## config.mk

```make
export PLATFORM = sky130hd
export DESIGN_NAME = sap_clk_gate_ctrl
export DESIGN_NICKNAME = d
export VERILOG_FILES = /design/src/rtl/sap_clk_gate_ctrl.sv
export SDC_FILE = /design/constraint.sdc
export NUM_CORES = 1
export LEC_CHECK = 0
export CAP_MARGIN = 40
export CORE_MARGIN = 8
export CORE_UTILIZATION = 46
export DETAILED_ROUTE_END_ITERATION = 7
export PLACE_DENSITY = 0.76
export SYNTH_ARGS = -nofsm -noshare
export SYNTH_HDL_FRONTEND = slang
export SYNTH_SLANG_ARGS = --single-unit
```

## constraint.sdc

```tcl
create_clock -name clk_i -period 2.05 [get_ports clk_i]
set_input_delay 0.41 -clock clk_i [delete_from_list [all_inputs] [get_ports clk_i]]
set_output_delay 0.41 -clock clk_i [all_outputs]
set_load 0.005 [all_outputs]
```

## src/rtl/sap_clk_gate_ctrl.sv

```systemverilog
// rtl/sap_clk_gate_ctrl.sv - idle-driven enable controller for one peripheral clock-gate cell
//
// Purpose:
//   Drives the en_i pin of the clock-gate primitive for one peripheral domain.
//   It counts consecutive idle cycles, asks the peripheral to quiesce, and
//   drops the enable only once the peripheral acknowledges. When work shows up,
//   it re-enables the clock and holds ready_o low for a fixed settling window.
//   The block runs on the ungated source clock.
//
// Ports:
//   clk_i           ungated source clock
//   rst_ni          asynchronous active-low reset
//   auto_en_i       auto-gating permitted; when low the domain is kept on
//   sw_en_i         software force-on
//   test_en_i       scan/test override, ORed straight into clk_en_o
//   busy_i          peripheral has outstanding work
//   wake_req_i      external request aimed at the gated domain
//   quiesce_req_o   ask the peripheral to reach a safe stop point
//   quiesce_ack_i   peripheral is stopped (held while quiesce_req_o is high)
//   clk_en_o        enable to the clock-gate cell
//   ready_o         domain clock running and stable
//   state_o         FSM state (ON=0, IDLE_WAIT=1, QUIESCE=2, OFF=3, WAKE=4)
//   gated_cycles_o  saturating count of cycles spent in OFF

module sap_clk_gate_ctrl #(
  parameter int unsigned IDLE_CYCLES = 16,
  parameter int unsigned WAKE_LAT    = 2
) (
  input  logic        clk_i,
  input  logic        rst_ni,
  input  logic        auto_en_i,
  input  logic        sw_en_i,
  input  logic        test_en_i,
  input  logic        busy_i,
  input  logic        wake_req_i,
  output logic        quiesce_req_o,
  input  logic        quiesce_ack_i,
  output logic        clk_en_o,
  output logic        ready_o,
  output logic [2:0]  state_o,
  output logic [31:0] gated_cycles_o
);

  // One counter serves both the idle window and the wake window.
  localparam int unsigned CNT_MAX = (IDLE_CYCLES > WAKE_LAT) ? IDLE_CYCLES : WAKE_LAT;
  localparam int unsigned CNT_W   = $clog2(CNT_MAX + 1);

  localparam logic [CNT_W-1:0] IDLE_LOAD = CNT_W'(IDLE_CYCLES - 1);
  localparam logic [CNT_W-1:0] WAKE_LOAD = CNT_W'(WAKE_LAT - 1);

  typedef enum logic [2:0] {
    ST_ON        = 3'd0,
    ST_IDLE_WAIT = 3'd1,
    ST_QUIESCE   = 3'd2,
    ST_OFF       = 3'd3,
    ST_WAKE      = 3'd4
  } state_e;

  state_e           r_state;
  state_e           w_state_nxt;
  logic [CNT_W-1:0] r_cnt;
  logic [CNT_W-1:0] w_cnt_nxt;
  logic [31:0]      r_gated_cycles;
  logic [31:0]      w_gated_nxt;

  logic             w_wake;
  logic             w_cnt_zero;
  logic             w_en_fsm;
  logic             w_ready;
  logic             w_qreq;

  // Any of these means the domain must be (or stay) clocked.
  assign w_wake     = sw_en_i | wake_req_i | ~auto_en_i;
  assign w_cnt_zero = (r_cnt == '0);

  // Reset forces ON asynchronously. That re-enables the gate immediately,
  // which is the safe direction for the downstream cell.
  always_ff @(posedge clk_i or negedge rst_ni) begin
    if (!rst_ni) begin
      r_state        <= ST_ON;
      r_cnt          <= '0;
      r_gated_cycles <= '0;
    end else begin
      r_state        <= w_state_nxt;
      r_cnt          <= w_cnt_nxt;
      r_gated_cycles <= w_gated_nxt;
    end
  end

  // The count saturates instead of wrapping.
  // Software can then tell a long-gated domain from a freshly reset one.
  always_comb begin
    w_gated_nxt = r_gated_cycles;
    if ((r_state == ST_OFF) && (r_gated_cycles != 32'hFFFF_FFFF)) begin
      w_gated_nxt = r_gated_cycles + 32'd1;
    end
  end

  always_comb begin
    w_state_nxt = r_state;
    w_cnt_nxt   = r_cnt;
    w_en_fsm    = 1'b1;
    w_ready     = 1'b0;
    w_qreq      = 1'b0;

    unique case (r_state)
      ST_ON: begin
        w_ready = 1'b1;
        if (!w_wake && !busy_i) begin
          w_state_nxt = ST_IDLE_WAIT;
          w_cnt_nxt   = IDLE_LOAD;
        end
      end

      ST_IDLE_WAIT: begin
        w_ready = 1'b1;
        if (w_wake || busy_i) begin
          w_state_nxt = ST_ON;
        end else if (w_cnt_zero) begin
          w_state_nxt = ST_QUIESCE;
        end else begin
          w_cnt_nxt = r_cnt - 1'b1;
        end
      end

      ST_QUIESCE: begin
        w_qreq = 1'b1;
        // New work wins over a same-cycle ack, so the clock never drops
        // under a request that has just arrived.
        if (w_wake || busy_i) begin
          w_state_nxt = ST_ON;
        end else if (quiesce_ack_i) begin
          w_state_nxt = ST_OFF;
        end
      end

      ST_OFF: begin
        // The peripheral is stopped, so busy_i carries no meaning here.
        w_en_fsm = 1'b0;
        w_qreq   = 1'b1;
        if (w_wake) begin
          w_state_nxt = ST_WAKE;
          w_cnt_nxt   = WAKE_LOAD;
        end
      end

      ST_WAKE: begin
        // The wake window is non-abortable, so the clock gets its full
        // settling time before ready_o rises.
        if (w_cnt_zero) begin
          w_state_nxt = ST_ON;
        end else begin
          w_cnt_nxt = r_cnt - 1'b1;
        end
      end

      default: begin
        w_state_nxt = ST_ON;
        w_cnt_nxt   = '0;
      end
    endcase
  end

  assign clk_en_o       = w_en_fsm | test_en_i;
  assign ready_o        = w_ready;
  assign quiesce_req_o  = w_qreq;
  assign state_o        = r_state;
  assign gated_cycles_o = r_gated_cycles;

endmodule
```

## Word level (Yosys, flattened, before mapping)

Index checks and enable logic that the tools add are counted.

| cells by class | value |
|---|---|
| add/sub/neg operators | 2 |
| equal/unequal tests | 11 |
| muxes and demuxes | 16 |
| bitwise gates (word level) | 5 |
| reductions and logical operators | 11 |

Operator list:

| kind | number |
|---|---|
| adder 32 x 1 -> 32 bit, second input constant | 1 |
| != test 32 bit, second input constant | 1 |
| case mux 5 bit (5 select lines) | 1 |
| two-way mux 3 bit | 7 |
| two-way mux 5 bit | 4 |
| case mux 3 bit (5 select lines) | 1 |
| != test 2 bit, second input constant | 4 |
| equality test 3 x 2 -> 1 bit, second input constant | 2 |
| != test 3 bit, second input constant | 2 |
| logical NOT 5 bit | 1 |
| AND reduction 5 bit | 1 |
| subtractor 5 x 1 -> 5 bit, second input constant | 1 |
| AND reduction 4 bit | 1 |
| OR reduction 2 bit | 2 |
| equality test 3 x 1 -> 1 bit, second input constant | 1 |
| equality test 3 bit, second input constant | 1 |
| logical NOT 3 bit | 1 |
| two-way mux 1 bit | 3 |
| OR 1 bit | 3 |
| logical AND 1 bit | 2 |
| logical NOT 1 bit | 2 |
| inverter 1 bit | 2 |
| logical OR 1 bit | 1 |

| word-level totals | value |
|---|---|
| flip-flop bits (word level) | 40 |
| bits of input ports | 8 |
| word-level logic and storage cells | 48 |

## Longest topological paths before layout

| depth | value |
|---|---|
| depth in word-level cells | 6 |
| depth in mapped cells | 7 |
| gate-level depth less buffers | 7 |

## Worst setup path before layout

OpenSTA, ideal clock, no wires.

| timing path | value |
|---|---|
| path kind | register -> register |
| start | register r_cnt[0] |
| end | register r_cnt[3] |
| setup time | 0.132 ns |
| data arrival time | 1.860 ns |
| required time | 1.918 ns |
| slack | 0.058 ns |
| cell stages (with the launch flop) | 8 |
| period minus slack after synthesis | 1.992 ns |
| cells stage by stage | dfrtp_1 -> inv_1 -> ha_1 -> or4b_4 -> o211a_1 -> a211oi_4 -> or2_2 -> o211ai_1 |

| on the way | value |
|---|---|
| word-level cells in the longest chain between the ends | 4 |
| elaborated cells on any way between the ends | 5 |

RTL lines:

| element | line | text |
|---|---|---|
| start: declaration | 61 | `logic [CNT_W-1:0] r_cnt;` |
| start signal: assignment | 85 | `r_cnt <= w_cnt_nxt;` |
| subtractor 5 x 1 -> 5 bit or logical NOT 5 bit (tied branches) | 122, 153, 74 |  |
| two-way mux 5 bit * | 119, 150 |  |
| two-way mux 5 bit | 117 | `if (w_wake \|\| busy_i) begin` |
| case mux 5 bit (5 select lines) * | 106 | `unique case (r_state)` |

Every way passes the cells marked *; elsewhere a longest branch is shown, timed or not. The select of a mux whose other input is x is not followed.
A chain may end at the register's enable or synchronous reset.

## Worst setup path after layout

| timing path | value |
|---|---|
| start | register r_cnt[1] |
| end | register r_cnt[2] |

The elaborated chain is that of the path after synthesis.

==> flow_metrics.env <==
export IMPL_setup_violations_final=0
export IMPL_dieWidth_um=85.2
export IMPL_cts_buffers=5
export IMPL_relSlewSlack=0.667
export IMPL_regToRegSetupSlack_ps=4
export IMPL_switching_share=0.213
export IMPL_ir_drop_mv=0.249
export IMPL_antenna_found_initial=0
export IMPL_post_dp_cell_area_mm2=0.00276
export IMPL_min_path_type="in2async"
export IMPL_tightest_slew_ps=500
export IMPL_maxCapViolations=0
export IMPL_ctsLongestPathBuffers=2
export IMPL_skew_ps=8.36
export IMPL_cts_sinks=40
export IMPL_place_inst=322
export IMPL_core_mm2=0.00466
export IMPL_regToRegEndpoint="r_cnt[2]"
export IMPL_synth_top_cell_area_share=0.454
export IMPL_grt_use_total=0.138
export IMPL_slew_viol_final=0
export IMPL_r2r_cells=7
export IMPL_mappedNetlistArea_mm2=0.00220
export IMPL_synth_avg_cell_area_um2=10.2
export IMPL_final_area_mm2=0.00289
export IMPL_grt_overflow_total=0
export IMPL_seqPwrFrac=0.562
export IMPL_ys_flop_type="dfrtp_1"
export IMPL_start_kind="register"
export IMPL_ys_seq_elements=40
export IMPL_via_count=1782
export IMPL_cts_tree="built"
export IMPL_die_area_mm2=0.00726
export IMPL_synth_warnings=0
export IMPL_crit_type="reg2reg"
export IMPL_p_per_area_mw_per_mm2=499
export IMPL_die_h_um=85.2
export IMPL_grt_max_degree=41
export IMPL_yosys_area_top_type="dfrtp_1"
export IMPL_fmax_mhz=489
export IMPL_place_ws_ps=-28.2
export IMPL_cts_root_buf="clkbuf_8"
export IMPL_diodes=0
export IMPL_dpl_hpwl_um=3650
export IMPL_ys_seq_area_frac=0.454
export IMPL_h_tree_depth=2
export IMPL_p_clk_frac=0.385
export IMPL_wl_um=4880
export IMPL_grt_setup_unrepaired="true"
export IMPL_ios=46
export IMPL_port_buffers=45
export IMPL_finalNonFillerCells=330
export IMPL_syn_num_nets=227
export IMPL_clk_latency_ps=290
export IMPL_status="completed"
export IMPL_drcViolationCount=0
export IMPL_grt_first_pass_wirelength_um=8120
export IMPL_p_leak_nw=1.24
export IMPL_cp_max_fo=5
export IMPL_grt_pass1_vias=1735
export IMPL_clk_pin_slew_ps=70
export IMPL_intPower_mw=1.14
export IMPL_fin_setup_tns_ps=0
export IMPL_p_switching_mw=0.308
export IMPL_finalWeightedCongestion=0.848
export IMPL_final_min_clock_period_ps=2050
export IMPL_wire_per_inst_um=14.8
export IMPL_rows=25
export IMPL_hold_viol=0
export IMPL_cp_end_kind="register"
export IMPL_initial_utilization=0.473
export IMPL_syn_inst=217
export IMPL_netlist_top_cells_area="dfrtp_1 45%, xnor2_1 8.7%, nand2_1 3.6%"
export IMPL_ys_async_sr_fraction=1.00
export IMPL_dr_pass1_iters=4
export IMPL_r2r_start="r_cnt[1]"
export IMPL_required_ps=2210
export IMPL_dr_first_iter_drc_count=93
export IMPL_nNetsFinal=286
export IMPL_layout_drive_gt1_share=0.138
export IMPL_vias_per_cell=5.40
export IMPL_combPwrFrac=0.053
export IMPL_syn2layout_area_growth_pct=31.1
export IMPL_synth_cell_type_count=44
export IMPL_fin_crit_sh=0.998
export IMPL_ant_nets=0
export IMPL_finalPower_mw=1.44
export IMPL_worstPathArrival_ps=2200
export IMPL_synth_edf_count=0
export IMPL_fin_ws_ps=4.04
-- routing by layer --
metal	vias to the layer above	track usage	wire, um
li1	891	-	-
met1	844	0.160	2230
met2	42	0.235	2340
met3	5	0.0463	270
met4	0	0.0388	35
met5	-	0	0
-- cells in the final DEF (no fill, tap or decap), types with 2 or more instances in the layout --
cell and n:
a21oi_1 4, and2_1 6, and3_1 7, and4_1 4
buf_4 13, clkbuf_8 7, clkdlybuf4s50_1 44, dfrtp_1 40
inv_1 7, inv_2 2, nand2_1 21, nand2b_1 5
nand3_1 9, nand4_1 12, nor2_1 14, nor3_1 4
nor3b_1 3, nor4_1 3, nor4_4 2, nor4b_1 2
o211ai_1 5, o21a_1 2, o21ai_0 7, xnor2_1 22
xor2_1 7
-- state kept, by name, indices dropped and copies added, names as in the netlist --
name	flops
r_cnt	5
state_o	3
gated_cycles_o	32
-- power groups by stage --
stage          registers (mW)  clock network, mW  logic, mW
5_1_grt                 0.812              0.614     0.0851
3_3_place_gp            0.824                  0     0.0678
4_1_cts                 0.809              0.566     0.0701
6_report                0.811              0.556     0.0770
2_1_floorplan           0.823                  0     0.0284
3_5_place_dp            0.824                  0     0.0702
-- cell usage after synthesis (2+ instances only) --
master    instances
nand3_1           9
nor4b_1           2
dfrtp_1          40
xor2_1            7
and2_1            6
buf_6             3
nor4_4            2
inv_1             9
nor2_1           14
nand2_1          21
nand2b_1          5
nor4_1            3
buf_2             2
nor3_1            4
o21ai_0           7
ha_1              2
o211ai_1          5
clkbuf_1          2
and3b_1           2
and4_1            4
a21oi_1           4
xnor2_1          22
nand4_1          12
nor3b_1           3
o21a_1            2
and3_1            7
-- worst max path at each step --
| stage | slack, ps | depth (start not counted) | end | start |
|---|---|---|---|---|
| 3_3_place_gp | 30 | 6 | r_cnt[3] | auto_en_i |
| 6_report | 4 | 7 | r_cnt[2] | r_cnt[1] |
| 4_1_cts | 9 | 7 | r_cnt[2] | r_cnt[0] |
| 2_1_floorplan | 60 | 7 | r_cnt[3] | r_cnt[0] |
| 5_1_grt | -40 | 7 | r_cnt[3] | r_cnt[1] |
| 3_5_place_dp | -30 | 6 | r_cnt[2] | auto_en_i |
-- cell families (layout without fill, tap and decap cells) --
kind of cell               Yosys count  count (layout)  synth area share
DFF                                 40              40             0.454
AOI/OAI and AO/OA                   24              24            0.0761
xor gates and xnor gates            29              29             0.115
buffers and inverters               16              75            0.0386
muxes                                1               1           0.00511
and+or+nand+nor                    104             104             0.295
adders and majority gates            3               3            0.0159
-- cell type report --
| cell class | instances | area (um2) |
|---|---|---|
| fillers | 386 | 1770 |
| flip-flops and latches | 40 | 1000 |
| inverters | 9 | 33.8 |
| repair buffers | 59 | 554 |
| clock buffers | 7 | 96.3 |
| multi-input cells | 161 | 1140 |
| well taps | 54 | 67.6 |
-- worst max-delay path, stage by stage (launching register included) --
cell      delay, ps
dfrtp_1         400
inv_2            80
ha_4            130
or4b_4          470
o211a_1         250
a211oi_4        320
or2_4           180
o211ai_1         80
-- timing repair --
action,CTS,global route
buffers inserted,0,1
hold buffers,0,0
endpoints found under the hold margin,0,0
resized for setup,0,8
setup endpoints to repair,0,7
-- metrics by stage --
| step | hold WS (ps) | utilization |
|---|---|---|
| after floorplan | 114 | - |
| after global placement | 472 | 0.593 |
| after detailed placement | 477 | 0.593 |
| after CTS | 191 | 0.614 |
| after global routing | 203 | 0.620 |
| final | 169 | 0.620 |
Note: power is estimated with default switching activity, not from simulation.
